`config.mk`:
```
export PLATFORM = sky130hd
export DESIGN_NAME = ram_16
export DESIGN_NICKNAME = d
export VERILOG_FILES = /design/src/rtl/ram_16.sv
export SDC_FILE = /design/constraint.sdc
export NUM_CORES = 1
export LEC_CHECK = 0
export BUFFER_PORTS_ARGS = -buffer_cell sky130_fd_sc_hd__buf_2
export CAP_MARGIN = 25
export CORE_AREA = 2 2 171 106
export DETAILED_ROUTE_END_ITERATION = 10
export DIE_AREA = 0 0 173 108
export GPL_TIMING_DRIVEN = 0
export PLACE_DENSITY = 0.66
export SYNTH_ARGS = -nofsm -noshare
export SYNTH_HDL_FRONTEND = slang
export SYNTH_SLANG_ARGS = --single-unit
```
`constraint.sdc`:
```
create_clock -name CLK -period 1.32 [get_ports CLK]
set_input_delay 0.264 -clock CLK [delete_from_list [all_inputs] [get_ports CLK]]
set_output_delay 0.264 -clock CLK [all_outputs]
set_load 0.03 [all_outputs]
```
`src/rtl/ram_16.sv`:
```
// Single-port synchronous RAM, Width x Depth, with a registered read port.
// Read-first on a same-edge read/write; asynchronous active-low reset clears the array and RdData.
module ram_16 #(
  parameter int Width  = 16,
  parameter int Depth  = 8,
  parameter int ADD_WD = 3
) (
  input  logic              CLK,
  input  logic              RST,
  input  logic [Width-1:0]  WrData,
  input  logic [ADD_WD-1:0] Address,
  input  logic              WrEn,
  input  logic              RdEn,
  output logic [Width-1:0]  RdData
);

  logic [Width-1:0] mem_q [Depth];
  logic [Width-1:0] mem_d [Depth];
  logic [Width-1:0] rd_data_q;
  logic [Width-1:0] rd_data_d;

  // The read samples mem_q, so a same-edge write is not visible until the next read.
  always_comb begin
    mem_d     = mem_q;
    rd_data_d = rd_data_q;
    if (WrEn) begin
      mem_d[Address] = WrData;
    end
    if (RdEn) begin
      rd_data_d = mem_q[Address];
    end
  end

  always_ff @(posedge CLK or negedge RST) begin
    if (!RST) begin
      for (int i = 0; i < Depth; i++) begin
        mem_q[i] <= '0;
      end
      rd_data_q <= '0;
    end else begin
      mem_q     <= mem_d;
      rd_data_q <= rd_data_d;
    end
  end

  assign RdData = rd_data_q;

endmodule

```
==> flow_summary.yaml, run 1 <==
floorplan:
  placementRows: 37
  io_pins: 39
  die_w_um: 173
  core_area_um2: 16940
  die_area_um2: 18680
  dieHeight_um: 108
  start_util: 0.3988
timing:
  finClkSkew_ns: 0.007955
  period_needed_ns: 1.317
  drv_slew: 0
  slew_headroom: 0.5095
  final-setup-viol-count: 0
  final-hold-violation-count: 0
  worst_pin_slew_ns: 0.7357
  min_period_over_period: 0.9974
  rsz0062_at_grt: "true"
  fmax_mhz: 759.5
detailed_routing:
  wl_per_cell_um: 22.22
  drt_wl_total_um: 17220
  routed-wl-met3_um: 1037
  drtIter0Drc: 225
  postRouteAntennaNets: 0
  dr_total_vias: 4153
  drc: 0
  top_layer: "met4"
  firstDrtPassIters: 4
  dr_wl_met2_um: 7650
  drt-met1-wl_um: 8263
  via_per_inst: 5.359
clock_tree:
  cts_tree: "yes"
  clkTransAtPathRegs_ns: 0.06
  clock-root-buffer: "clkbuf_16"
  cts_buffers: 17
  cts_sinks: 144
  insertion_delay_ns: 0.42
  cts_buffer_depth: 2
  htreeDepth: 4
power:
  powerDensity_nw_per_um2: 1612
  seq_power_share: 0.451
  p_sw_mw: 3.714
  clock_power_share: 0.348
  internal_power_mw: 9.307
  combPwrFrac: 0.200
  swShare: 0.2853
  leakage_nw: 3.575
  vdd_drop_max_v: 0.0006702
yosys:
  synth_top_area_frac: 0.5333
  syn_avg_cell_area_um2: 14.62
  synthDistinctLibCells: 30
  synth_area_um2: 6756
  seq_area_frac_synth: 0.5333
  ys_async_sr_fraction: 1.000
  synthCells: 462
  ys_seq_elements: 144
  synth.net_count: 485
  synth-main-ff-cell: "dfrtp_1"
  synth.most_common_cell: "dfrtp_1"
  yosys_warnings: 0
  synth_edf_count: 0
  synth.area.top_cells: "dfrtp_1 (53%), mux2_2 (20%), mux2_4 (6.9%)"
  synth_commonest_cells: "dfrtp_1 (144), mux2_2 (119), mux2_4 (31), mux2i_1 (24)"
  yosysTopAreaCell: "dfrtp_1"
critical_path:
  worstPathArrival_ns: 1.62
  critPathRequiredTime_ns: 1.62
  start_kind: "flip-flop"
  crit_fanout: 2
  r2r_slack_ns: 0.003
  critPathCaptureType: "flip-flop"
  path_class: "reg -> reg"
finish:
  fin_area_um2: 8079
  areaGrowthSynthToFinish_pct: 19.57
  nNetsFinal: 551
  layout-drive-gt1-share: 0.5157
  diodes: 0
  fin_cells: 775
  nFillCells: 1510
place:
  dpl_cell_area_um2: 7383
  post-dp-hpwl_um: 11450
  portBuffers: 36
  gp_congestion: 0.8225
  dp_cells: 733
job:
  cap_viol_max_count: 0
global_route:
  grt_overflow: 0
  antenna_found_initial: 0
  grt.total_usage: 0.1942
  grt_pass1_vias: 4567
  grt_start_max_net_pins: 75
  grt_pass1_wl_um: 27050
worst_hold_path:
  min_path_type: "in -> reg"
outcome:
  outcome: "finished, final reports clean"
[metrics by stage]
step	utilization	power [mW]	hold slack (ns)	setup slack [ns]	TNS, ns
floorplan	-	7.688	-0.03159	-0.09360	-2.385
global placement	0.4338	8.244	0.4809	-1.869	-306.53
detailed placement	0.4358	8.440	0.3356	-0.6168	-41.99
CTS	0.4725	13.06	0.1817	-0.001183	-0.001183
global route	0.4768	13.61	0.2002	-0.03437	-0.09894
finish	0.4768	13.02	0.1892	0.003425	0
[final timing paths]
check,start,cells after the start,to
max,mem_q[55],4,RdData[7]
min,WrData[4],2,mem_q[68]
max reg2reg,mem_q[55],4,RdData[7]
min reg2reg,RdData[13],1,RdData[13]
max in group asynchronous,RST,3,mem_q[69]
min in group asynchronous,RST,2,RdData[8]
[metal layers]
layer / vias to the layer above / global-route usage
li1: 1863 / -
met1: 2166 / 0.2766
met2: 104 / 0.2977
met3: 20 / 0.04149
met4: 0 / 0.06235
met5: - / 0
[power by group through the flow]
stage	Clock [mW]	Sequential, mW	Combinational, mW
detailed placement	0	5.93	2.51
global placement	0	5.84	2.40
global route	4.81	5.98	2.82
floorplan	0	5.95	1.74
finish	4.54	5.88	2.61
CTS	4.62	5.86	2.58
[critical path, cell delays in order, from the launching register on]
cell,delay [ns]
dfrtp_1,0.39
mux2_4,0.28
a22oi_2,0.18
nor2_2,0.06
o32a_1,0.29
[registers in the layout, summed over array words and instances, names as in the netlist]
name	count
RdData	16
mem_q	128
[repair_timing]
action | CTS | global route
pin swaps | 12 | 18
buffers inserted | 3 | 6
setup endpoints to repair | 35 | 90
gates resized for setup | 12 | 11
endpoints found under the hold margin | 73 | 0
hold buffers | 1 | 0
[cells by family (layout without fill, tap and decap cells)]
logic type             count (synthesis)  in the layout  share of synthesized area
flip-flops                           144            144                     0.5333
AND/OR/NAND/NOR                       30             30                    0.04352
multiplexers                         176            176                     0.3061
AO/OA/AOI/OAI                         80             80                    0.08000
buffers and inverters                 32            111                    0.03704
[layout by cell type (no fill, tap or decap), drive strengths merged, types with 9 or more instances in the layout]
| cell type | instances |
|---|---|
| buf | 73 |
| mux2i | 24 |
| dfrtp | 144 |
| nor3b | 10 |
| a22oi | 16 |
| a21oi | 16 |
| nor2 | 9 |
| mux2 | 152 |
| o21ai | 16 |
| clkbuf | 23 |
[final cells by class]
type                    count  area [µm²]  share of cell area
clock inverters            14       118.9             0.01471
clock buffers              18       429.2             0.05312
flip-flops and latches    144        3603              0.4460
multi-input cells         286        3037              0.3759
repair buffers             47       295.3             0.03655
well taps                 234       292.8             0.03624
plain buffers              32       302.8             0.03748
Power figures use the tool's default switching activity.
==> inputs of run 2 (changes only) <==
Settings changed: GPL_TIMING_DRIVEN 0 to not set.
==> run 2 against run 1 <==
Net effect: worst setup slack better by 0.017 ns; register-to-register slack better by 0.02 ns; fmax is 1.3% higher; wire length is 9.8% lower; combinational power is 2% higher; hold slack better by 0.0060 ns; non-clock buffer count is 23 higher; critical path depth stayed put; via count is 0.70% higher; global-route usage is 2.1 points lower; final cell count is 3.1% higher; total power is 1.9% higher; critical endpoint is now RdData[1]; largest power group unchanged.
==> flow_summary.yaml, run 2 (synthesis results as in run 1) <==
outcome:
  outcome: "finished, final reports clean"
finish:
  largest_reg_flops: 128
  fin_cells: 799
  areaGrowthSynthToFinish_pct: 24.13
  regArea_um2: 3603
  layout-drive-gt1-share: 0.5408
  regMostFlops: "mem_q"
  nNetsFinal: 574
  layout_commonest_cell: "dfrtp_1"
  nFillCells: 1474
  final_cell_mix: "dfrtp_1 (144), mux2_2 (100), mux2_4 (51)"
  multi_input_area_um2: 3027
place:
  gp_congestion: 0.7545
  portBuffers: 38
  dp_cells: 761
  dp_slack_ns: -0.3372
  post-dp-hpwl_um: 10330
power:
  internal_power_mw: 9.748
  swShare: 0.2653
  combPwrFrac: 0.200
  seq_power_share: 0.443
  power.total_mw: 13.27
  leakage_nw: 3.757
  powerDensity_nw_per_um2: 1582
  vdd_drop_max_v: 0.0007939
  clock_power_share: 0.357
  p_sw_mw: 3.519
floorplan:
  dieHeight_um: 108
  core_area_um2: 16940
  placementRows: 37
  die_area_um2: 18680
  io_pins: 39
  die_w_um: 173
  start_util: 0.3988
critical_path:
  endpoint: "RdData[1]"
  r2r_slack_ns: 0.02
  r2r_end: "RdData[1]"
  crit_fanout: 2
  start_kind: "flip-flop"
  r2r_cells: 4
  startpoint: "mem_q[49]"
  critPathCaptureType: "flip-flop"
  path_class: "reg -> reg"
  critPathRequiredTime_ns: 1.62
  worstPathArrival_ns: 1.60
  r2r-start: "mem_q[49]"
timing:
  drv_slew: 0
  min_period_over_period: 0.9847
  rsz0062_at_grt: "true"
  period_needed_ns: 1.300
  finalSetupTns_ns: 0
  final-hold-violation-count: 0
  final-setup-viol-count: 0
  worst_pin_slew_ns: 0.4332
  fmax_mhz: 769.4
  slew_headroom: 0.7099
  worst_slack_ns: 0.02021
  finClkSkew_ns: 0.009862
global_route:
  grt_overflow: 0
  grt_start_max_net_pins: 38
  grt_pass1_wl_um: 24940
  grt.total_usage: 0.1736
  antenna_found_initial: 1
  grt_pass1_vias: 4527
detailed_routing:
  via_per_inst: 5.234
  wl_per_cell_um: 19.43
  postRouteAntennaNets: 0
  drc: 0
  firstDrtPassIters: 4
  drt_wl_total_um: 15530
  dr_total_vias: 4182
  drtIter0Drc: 220
worst_hold_path:
  min_path_type: "in -> reg"
clock_tree:
  cts_sinks: 144
  clkTransAtPathRegs_ns: 0.06
  insertion_delay_ns: 0.42
  cts_buffer_depth: 2
  clock-root-buffer: "clkbuf_16"
  htreeDepth: 4
  cts_buffers: 17
  cts_tree: "yes"
job:
  cap_viol_max_count: 0
run 2: cell type report:
class | instances | share of cell area
diodes | 1 | 0.0002984
repair buffers | 102 | 0.1052
flip-flops and latches | 144 | 0.4297
clock buffers | 19 | 0.05281
multi-input cells | 286 | 0.3609
well taps | 234 | 0.03491
clock inverters | 13 | 0.01626
run 2: through the flow:
step | hold WS [ns] | instance area (µm²) | utilization
finish | 0.1952 | 8387 | 0.4950
CTS | 0.1745 | 8317 | 0.4908
detailed placement | 0.2105 | 7712 | 0.4552
floorplan | -0.03159 | 6877 | -
global route | 0.1967 | 8384 | 0.4948
global placement | 0.2034 | 7712 | 0.4552
run 2: worst max-delay path, cell delays in order, from the launching register on:
cell	delay, ns
dfrtp_1	0.38
mux2_4	0.28
a22oi_2	0.16
nor2_1	0.08
o32a_1	0.29
run 2: worst min path at each step:
stage,start,to,cells past startpoint
floorplan,RST,RdData[0],0
global placement,RST,mem_q[0],1
detailed placement,RST,mem_q[0],1
CTS,WrData[0],mem_q[0],2
global route,WrData[2],mem_q[34],2
finish,WrData[0],mem_q[0],2
run 2: per-layer routing:
layer | routed length (µm) | global-route usage | vias to the layer above
met4 | 193 | 0.05448 | 0
met3 | 491 | 0.03833 | 16
met5 | 0 | 0 | -
li1 | - | - | 1901
met2 | 7086 | 0.2726 | 61
met1 | 7755 | 0.2418 | 2204
run 2: power groups by stage:
stage | combinational [mW] | sequential (mW) | clock [mW]
3_5_place_dp | 2.56 | 5.93 | 0
3_3_place_gp | 2.47 | 5.87 | 0
5_1_grt | 2.86 | 6.00 | 5.02
6_report | 2.65 | 5.88 | 4.73
4_1_cts | 2.59 | 5.88 | 4.80
2_1_floorplan | 1.74 | 5.95 | 0
run 2: what timing repair did:
action,in CTS,in global routing
setup endpoints to repair,3,12
setup buffers,0,4
gates cloned,0,0
gates resized for setup,3,9
hold endpoints to repair,32,0
pin swaps,0,8
hold buffers,1,0
==> inputs of run 3 (changes only) <==
Settings changed: ABC_CLOCK_PERIOD_IN_PS set to 1320, SETUP_SLACK_MARGIN set to 0.3.
==> run 3 against run 2 <==
Net effect: final cell count increased by 4.5%; critical path depth unchanged; fmax increased by 3.2%; global-route usage increased by 2.1 points; clock-buffer cell count decreased by 1.
==> flow_summary.yaml, run 3 (synthesis results as in run 1) <==
outcome:
  outcome: "finished, final reports clean"
detailed_routing:
  firstDrtPassIters: 4
  drc: 0
  postRouteAntennaNets: 0
  dr_total_vias: 4412
  drt_wl_total_um: 17230
  drtIter0Drc: 304
  wl_per_cell_um: 20.63
  via_per_inst: 5.284
clock_tree:
  insertion_delay_ns: 0.42
  clkTransAtPathRegs_ns: 0.06
  cts_buffers: 17
  htreeDepth: 4
  cts_sinks: 144
  clock-root-buffer: "clkbuf_16"
  cts_buffer_depth: 2
  cts_tree: "yes"
timing:
  drv_slew: 0
  worst_slack_ns: 0.06036
  slew_headroom: 0.7634
  fmax_mhz: 793.9
  min_period_over_period: 0.9543
  worst_pin_slew_ns: 0.3528
  rsz0062_at_grt: "true"
  finClkSkew_ns: 0.007682
  hold_slack_ns: 0.1932
  period_needed_ns: 1.260
  final-hold-violation-count: 0
  final-setup-viol-count: 0
floorplan:
  die_w_um: 173
  io_pins: 39
  placementRows: 37
  die_area_um2: 18680
  core_area_um2: 16940
  dieHeight_um: 108
  start_util: 0.3988
finish:
  fin_cells: 835
  final_cell_mix: "dfrtp_1 (144), mux2_4 (91), buf_4 (67)"
  layout_commonest_cell: "dfrtp_1"
  post-route-util: 0.5414
  areaGrowthSynthToFinish_pct: 35.76
  regMostFlops: "mem_q"
  largest_reg_flops: 128
  nFillCells: 1381
  nNetsFinal: 610
  layout-drive-gt1-share: 0.5933
global_route:
  antenna_found_initial: 1
  grt_overflow: 0
  grt.total_usage: 0.1941
  grt_pass1_vias: 4850
  grt_pass1_wl_um: 27570
  grt_start_max_net_pins: 38
power:
  powerDensity_nw_per_um2: 1506
  vdd_drop_max_v: 0.0008920
  swShare: 0.2717
  seq_power_share: 0.429
  combPwrFrac: 0.235
  p_sw_mw: 3.754
  clock_power_share: 0.336
  internal_power_mw: 10.06
  leakage_nw: 4.173
critical_path:
  worstPathArrival_ns: 1.56
  start_kind: "flip-flop"
  critPathRequiredTime_ns: 1.62
  path_class: "reg -> reg"
  critPathCaptureType: "flip-flop"
  crit_fanout: 2
worst_hold_path:
  min_path_type: "in -> reg"
place:
  dp_cells: 759
  post-dp-hpwl_um: 10710
  gp_congestion: 0.7808
  portBuffers: 38
  dp_slack_ns: -0.2852
job:
  cap_viol_max_count: 0
-- run 3: cell count changes in the layout (fill, tap and decap cells not counted), moves of 5 or more --
cell and delta:
mux2_4 +40, mux2_2 -39, buf_6 +25, buf_2 -19
buf_4 +19, a22oi_1 -7, a22oi_2 +7, a21oi_1 -5
a21oi_2 +5, clkinv_4 +5
-- run 3: power by group through the flow --
stage	Clock (mW)	Combinational, mW	Sequential [mW]
floorplan	0	1.81	5.95
global placement	0	2.54	5.89
detailed placement	0	2.65	5.95
CTS	4.74	3.06	5.92
global route	4.97	3.48	6.04
finish	4.64	3.24	5.93
-- run 3: what timing repair did --
action                                  4_1_cts  5_1_grt
endpoints found under the setup margin      104       96
pin swaps                                    22       10
cloned                                        4        1
setup buffers                                22       15
hold endpoints to repair                    125        0
gates resized for setup                      78       29
hold buffers                                  1        0
-- run 3: area by class of cell --
cell class	instances	area, µm²	area share
sequential	144	3603	0.3929
multi-input combinational	286	3244	0.3537
timing repair buffer	138	1456	0.1588
clock buffer	18	439.2	0.04788
tap	234	292.8	0.03192
clock inverter	14	133.9	0.01460
antenna	1	2.502	0.0002728
-- run 3: worst paths after layout --
check,start,to,slack [ns],cells after the start
max,mem_q[40],RdData[8],0.06,4
min reg2reg,mem_q[79],mem_q[79],0.50,1
min in group asynchronous,RST,mem_q[82],0.26,2
max reg2reg,mem_q[40],RdData[8],0.06,4
max in group asynchronous,RST,RdData[1],0.53,3
min,WrData[0],mem_q[0],0.19,2
-- run 3: critical path, stage by stage, from the launching register on --
cell	delay [ns]
dfrtp_1	0.39
mux2_4	0.26
a22oi_2	0.13
nor2_1	0.07
o32a_1	0.29
-- run 3: through the flow --
stage / instance area (µm²) / TNS (ns) / total power [mW]
2_1_floorplan: 6950 / -3.048 / 7.763
3_3_place_gp: 7775 / -21.16 / 8.433
3_5_place_dp: 7775 / -23.25 / 8.595
4_1_cts: 8911 / 0 / 13.72
5_1_grt: 9170 / 0 / 14.49
6_report: 9173 / 0 / 13.82
-- run 3: layer usage --
layer  wire length [µm]  vias to the layer above  GRT usage  share of wire
met2               8266                      102     0.3109           0.48
met5                  0                        -          0              0
met1               8000                     2316     0.2678           0.46
li1                   -                     1980          -              -
met4                129                        0    0.04782         0.0075
met3                834                       14    0.04712          0.048
